[src/rtl/write_fm_decoder.sv]
// FM write-stream decoder: synchronizes the controller write gate and pulse stream, hunts the
// preamble and sync bit, then strobes out one decoded bit per cell.
// Define WR_DEC_ERR_EN to add the sticky err_missing_clk output.
module write_fm_decoder #(
    parameter int CELL_CLKS    = 32,
    parameter int DATA_WIN_LO  = 8,
    parameter int DATA_WIN_HI  = 24,
    parameter int MIN_PREAMBLE = 16,
    parameter int TIMEOUT      = 48
) (
    input  logic clk,
    input  logic rst_n,
    input  logic write_gate,
    input  logic wr_raw,
    output logic wr_data,
    output logic new_data,
    output logic data_area
`ifdef WR_DEC_ERR_EN
    ,
    output logic err_missing_clk
`endif
);

    localparam int CNT_W = $clog2(TIMEOUT + 1);
    localparam int PRE_W = $clog2(MIN_PREAMBLE + 1);

    localparam logic [1:0] S_IDLE = 2'd0;
    localparam logic [1:0] S_HUNT = 2'd1;
    localparam logic [1:0] S_DATA = 2'd2;

    // The data window must sit strictly inside a nominal cell, and the timeout beyond it.
    if (DATA_WIN_LO >= DATA_WIN_HI || DATA_WIN_HI >= CELL_CLKS || CELL_CLKS >= TIMEOUT)
    begin : g_param_check
        $error("write_fm_decoder: inconsistent cell timing parameters");
    end

    logic             gate_s1_q, gate_s2_q;
    logic             raw_s1_q, raw_s2_q, raw_s3_q;
    logic [1:0]       state_q, state_d;
    logic [CNT_W-1:0] cell_cnt_q, cell_cnt_d;
    logic [PRE_W-1:0] pre_cnt_q, pre_cnt_d;
    logic             data_seen_q, data_seen_d;
    logic             first_cell_q, first_cell_d;
    logic             data_area_q, data_area_d;
    logic             new_data_q, new_data_d;
    logic             wr_data_q, wr_data_d;
    logic             pulse;
    logic             timeout_hit;
    logic             bit_done;
    logic [CNT_W-1:0] cnt_inc;

    // NOTE: every flop, including synchronizer stages, updates with <= so all stages
    // sample the pre-edge values and the chain really is two flops deep.
    always_ff @(posedge clk or negedge rst_n) begin
        if (!rst_n) begin
            gate_s1_q <= 1'b0;
            gate_s2_q <= 1'b0;
            raw_s1_q  <= 1'b0;
            raw_s2_q  <= 1'b0;
            raw_s3_q  <= 1'b0;
        end else begin
            gate_s1_q <= write_gate;
            gate_s2_q <= gate_s1_q;
            raw_s1_q  <= wr_raw;
            raw_s2_q  <= raw_s1_q;
            raw_s3_q  <= raw_s2_q;
        end
    end

    assign pulse   = raw_s2_q & ~raw_s3_q;
    assign cnt_inc = (cell_cnt_q == CNT_W'(TIMEOUT)) ? cell_cnt_q : cell_cnt_q + CNT_W'(1);

    // While waiting for the first clock pulse there is no cell to time out.
    assign timeout_hit = (state_q != S_IDLE) && !first_cell_q &&
                         (cell_cnt_q == CNT_W'(TIMEOUT));

    // NOTE: every signal written here gets a default first, so no path can infer a latch.
    always_comb begin
        state_d      = state_q;
        cell_cnt_d   = cnt_inc;
        pre_cnt_d    = pre_cnt_q;
        data_seen_d  = data_seen_q;
        first_cell_d = first_cell_q;
        data_area_d  = data_area_q;
        new_data_d   = 1'b0;
        wr_data_d    = wr_data_q;
        bit_done     = 1'b0;

        if (!gate_s2_q) begin
            state_d      = S_IDLE;
            cell_cnt_d   = '0;
            pre_cnt_d    = '0;
            data_seen_d  = 1'b0;
            first_cell_d = 1'b1;
            data_area_d  = 1'b0;
        end else if (state_q == S_IDLE) begin
            state_d      = S_HUNT;
            cell_cnt_d   = '0;
            pre_cnt_d    = '0;
            data_seen_d  = 1'b0;
            first_cell_d = 1'b1;
        end else if (timeout_hit) begin
            state_d      = S_HUNT;
            cell_cnt_d   = '0;
            pre_cnt_d    = '0;
            data_seen_d  = 1'b0;
            first_cell_d = 1'b1;
            data_area_d  = 1'b0;
        end else if (pulse) begin
            if (first_cell_q) begin
                // Any pulse re-acquires cell phase; the preamble carries clock pulses only.
                cell_cnt_d   = '0;
                data_seen_d  = 1'b0;
                first_cell_d = 1'b0;
            end else if (cell_cnt_q < CNT_W'(DATA_WIN_LO)) begin
                data_seen_d = data_seen_q;
            end else if (cell_cnt_q <= CNT_W'(DATA_WIN_HI)) begin
                data_seen_d = 1'b1;
            end else begin
                cell_cnt_d  = '0;
                data_seen_d = 1'b0;
                bit_done    = 1'b1;
            end
        end

        if (bit_done) begin
            case (state_q)
                S_HUNT: begin
                    if (!data_seen_q) begin
                        if (pre_cnt_q < PRE_W'(MIN_PREAMBLE)) begin
                            pre_cnt_d = pre_cnt_q + PRE_W'(1);
                        end
                    end else if (pre_cnt_q >= PRE_W'(MIN_PREAMBLE)) begin
                        state_d     = S_DATA;
                        data_area_d = 1'b1;
                    end else begin
                        pre_cnt_d = '0;
                    end
                end
                S_DATA: begin
                    new_data_d = 1'b1;
                    wr_data_d  = data_seen_q;
                end
                default: begin
                    state_d = S_IDLE;
                end
            endcase
        end
    end

    always_ff @(posedge clk or negedge rst_n) begin
        if (!rst_n) begin
            state_q      <= S_IDLE;
            cell_cnt_q   <= '0;
            pre_cnt_q    <= '0;
            data_seen_q  <= 1'b0;
            first_cell_q <= 1'b1;
            data_area_q  <= 1'b0;
            new_data_q   <= 1'b0;
            wr_data_q    <= 1'b0;
        end else begin
            state_q      <= state_d;
            cell_cnt_q   <= cell_cnt_d;
            pre_cnt_q    <= pre_cnt_d;
            data_seen_q  <= data_seen_d;
            first_cell_q <= first_cell_d;
            data_area_q  <= data_area_d;
            new_data_q   <= new_data_d;
            wr_data_q    <= wr_data_d;
        end
    end

    assign wr_data   = wr_data_q;
    assign new_data  = new_data_q;
    assign data_area = data_area_q;

`ifdef WR_DEC_ERR_EN
    logic err_q;

    // Leaving IDLE with the gate high is exactly the synced gate rising edge.
    always_ff @(posedge clk or negedge rst_n) begin
        if (!rst_n) begin
            err_q <= 1'b0;
        end else if (gate_s2_q && state_q == S_IDLE) begin
            err_q <= 1'b0;
        end else if (gate_s2_q && timeout_hit && state_q == S_DATA) begin
            err_q <= 1'b1;
        end
    end

    assign err_missing_clk = err_q;
`endif

endmodule
[config.mk]
export PLATFORM = sky130hd
export DESIGN_NAME = write_fm_decoder
export DESIGN_NICKNAME = d
export VERILOG_FILES = /design/src/rtl/write_fm_decoder.sv
export SDC_FILE = /design/constraint.sdc
export NUM_CORES = 1
export LEC_CHECK = 0
export CAP_MARGIN = 25
export CORE_AREA = 8 8 69 71
export DETAILED_ROUTE_END_ITERATION = 7
export DIE_AREA = 0 0 77 79
export PLACE_DENSITY = 0.48
export SYNTH_ARGS = -nofsm -noshare
export SYNTH_HDL_FRONTEND = slang
export SYNTH_SLANG_ARGS = --single-unit
[constraint.sdc]
create_clock -name clk -period 5.3 [get_ports clk]
set_clock_uncertainty 0.15 [all_clocks]
set_input_delay 1.06 -clock clk [delete_from_list [all_inputs] [get_ports clk]]
set_output_delay 1.06 -clock clk [all_outputs]
set_load 0.01 [all_outputs]
==> results.json <==
{
  "dieHeight_um": 79,
  "crit_chain": "clkdlybuf4s50_1",
  "hold_path.class": "reg2reg",
  "tightest_slew_ps": 610,
  "cts_buffer_depth": 2,
  "cts-resized-gates": 0,
  "ys_types": 43,
  "cp-end-kind": "output port",
  "path_class": "reg2out",
  "startpoint_type": "register",
  "wirelength_um": 2210,
  "ys_warn_count": 0,
  "dieWidth_um": 77,
  "ctsHtreeMaxLevel": 1,
  "whs_endpoint": "raw_s2_q$_DFF_PN0_",
  "max-slew-margin-rel_pct": 59.2,
  "synth_edf_count": 0,
  "crit_family": "buffers and inverters",
  "arrival_ps": 1160,
  "hpwl_um": 1680,
  "clkLatencyLatePin_ps": 260,
  "yosys-top-cells-area": "dfrtp_1, ha_1, inv_1",
  "post_drt_via_cell_ratio": 4.93,
  "worstHoldStart": "raw_s1_q$_DFF_PN0_",
  "core-area_um2": 3800,
  "max_cap_violations": 0,
  "start_util_pct": 32.2,
  "whs_path_depth": 0,
  "rr_startpoint": "state_q[0]$_DFF_PN0_",
  "hold_viol_final": 0,
  "grt_pass1_wl_um": 4150,
  "netlist.top_cell.by_area": "dfrtp_1",
  "path_max_fanout": 2,
  "num_io_pins": 7,
  "layout-drive-gt1-share_pct": 14.5,
  "layout.nets": 129,
  "post_cts_buffers": 0,
  "fmax_mhz": 423,
  "yosys_most_used_dff": "dfrtp_1",
  "die-area_um2": 6080,
  "powerDensity_nw_per_um2": 222,
  "synthCells": 110,
  "p_seq_share_pct": 59.4,
  "syn-cell-area_um2": 1220,
  "grt_overflow": 0,
  "wire_per_inst_um": 13.2,
  "n_antenna_cell": 0,
  "combPwrFrac_pct": 6.3,
  "numCtsBuffers": 3,
  "max-vdd-ir-drop_uv": 148,
  "outcome": "complete, no violations",
  "row_count": 23,
  "cts.clk_slew.worst_paths_ps": 80,
  "area_growth_pct": 12.8,
  "slowest_delay_ps": 550,
  "grt_max_degree": 14,
  "ys_seq_area_share_pct": 47.2,
  "yosysMostFrequentCell": "dfrtp_1",
  "pwr-share-clk_pct": 34.3,
  "switching_share_pct": 21.4,
  "ant_nets": 0,
  "fill_cells": 402,
  "intPower_mw": 0.240,
  "drc": 0,
  "ys_ff_latch": 23,
  "drt-initial-drc-count": 21,
  "crit_path_top_delay_cell": "clkdlybuf4s50_1",
  "dr.pass1.iters": 4,
  "fin_setup_tns_ps": 0,
  "p_leak_nw": 0.620,
  "fin_crit_ps": 2370,
  "tritoncts": "done",
  "cts.sinks": 23,
  "synthArstFlopShare_pct": 100,
  "rsz0062_at_grt": "no",
  "setup_viol": 0,
  "switching_power_mw": 0.0656,
  "ctsHoldBuffers": 0,
  "required_ps": 4090,
  "root_buffer": "clkbuf_8",
  "critPathBufInv": 1,
  "synth_nets": 121,
  "yosysTopAreaCellShare_pct": 45.0,
  "yosys-top-cells-count": "dfrtp_1, inv_1, nor2_1, ha_1, nand3_1",
  "vias": 823,
  "track_usage_pct": 8.19,
  "grt_pass1_vias": 893,
  "antenna_found_initial": 0,
  "finalPower_mw": 0.306,
  "slew_viol_final": 0,
  "post-route-period-util_pct": 44.6,
  "avgSynthCellArea_um2": 11.1,
  "ff2ff_path_depth": 6,
  "r2r-end": "wr_data$_DFFE_PN0P_",
  "r2r_slack_ps": 3000,
  "gp_congestion": 0.698,
  "io_buffers": 6
}
[placed cells by master (no fill, tap or decap), drive strengths merged, types with 2 or more instances in the layout]
master,n
nand3,5
nor3,3
xor2,2
nor4,3
or2,3
nor2,8
clkbuf,4
nand2,4
clkdlybuf4s50,6
xnor2,3
o31ai,2
inv,10
a21o,4
a2111oi,3
dfrtp,22
nand2b,4
ha,7
[sequential cells by signal, indices dropped and copies added, names as in the netlist]
signal,count
cell_cnt_q,6
data_area,1
data_seen_q,1
first_cell_q,1
gate_s1_q,1
gate_s2_q,1
new_data,1
pre_cnt_q,5
raw_s1_q,1
raw_s2_q,1
raw_s3_q,1
state_q,2
wr_data,1
[final cells by class]
| type | count | area, µm² | share of cell area (%) |
|---|---|---|---|
| clock buffer | 4 | 45.0 | 3.27 |
| inverter | 10 | 37.5 | 2.72 |
| multi-input combinational | 73 | 582 | 42.2 |
| sequential | 23 | 577 | 41.8 |
| tap | 50 | 62.6 | 4.54 |
| timing repair buffer | 7 | 75.1 | 5.44 |
[routing by layer]
metal / up-vias / GRT usage (%) / wire length, µm
met5: - / 0 / 0
met3: 2 / 2.60 / 73
met1: 410 / 9.75 / 999
met2: 7 / 14.2 / 1120
met4: 0 / 1.70 / 17
li1: 404 / - / -
[power groups by stage]
stage | sequential (mW) | combinational (mW) | clock, mW
5_1_grt | 0.182 | 0.0223 | 0.117
2_1_floorplan | 0.184 | 0.0103 | 0
6_report | 0.182 | 0.0194 | 0.105
3_3_place_gp | 0.185 | 0.0184 | 0
4_1_cts | 0.182 | 0.0199 | 0.113
3_5_place_dp | 0.185 | 0.0197 | 0
[through the flow]
stage | util, % | std cells | hold WS (ps) | worst slack (ps) | instance area, µm²
2_1_floorplan | - | 110 | 181 | 3370 | 1220
3_3_place_gp | 34.7 | 162 | 184 | 2760 | 1320
3_5_place_dp | 35.1 | 163 | 185 | 2980 | 1330
4_1_cts | 36.3 | 167 | 204 | 2910 | 1380
5_1_grt | 36.3 | 167 | 222 | 2840 | 1380
6_report | 36.3 | 167 | 199 | 2930 | 1380
[worst max-delay path by stage]
stage | cells past startpoint | slack (ps) | to | start
detailed placement | 6 | 2980 | wr_data$_DFFE_PN0P_ | state_q[0]$_DFF_PN0_
CTS | 1 | 2910 | data_area | data_area$_DFF_PN0_
global route | 6 | 2840 | wr_data$_DFFE_PN0P_ | state_q[0]$_DFF_PN0_
finish | 1 | 2930 | data_area | data_area$_DFF_PN0_
global placement | 1 | 2760 | wr_data$_DFFE_PN0P_ | rst_n
floorplan | 6 | 3370 | wr_data$_DFFE_PN0P_ | state_q[0]$_DFF_PN0_
[cells by family after synthesis]
logic type,after synthesis,share of synthesized area (%)
AOI/OAI and AO/OA,22,17.8
xor gates and xnor gates,5,3.58
adders and majority gates,7,7.16
buffers and inverters,14,5.22
DFF,23,47.2
muxes,1,0.921
and+or+nand+nor,38,18.1
(Power assumes the default switching activity.)
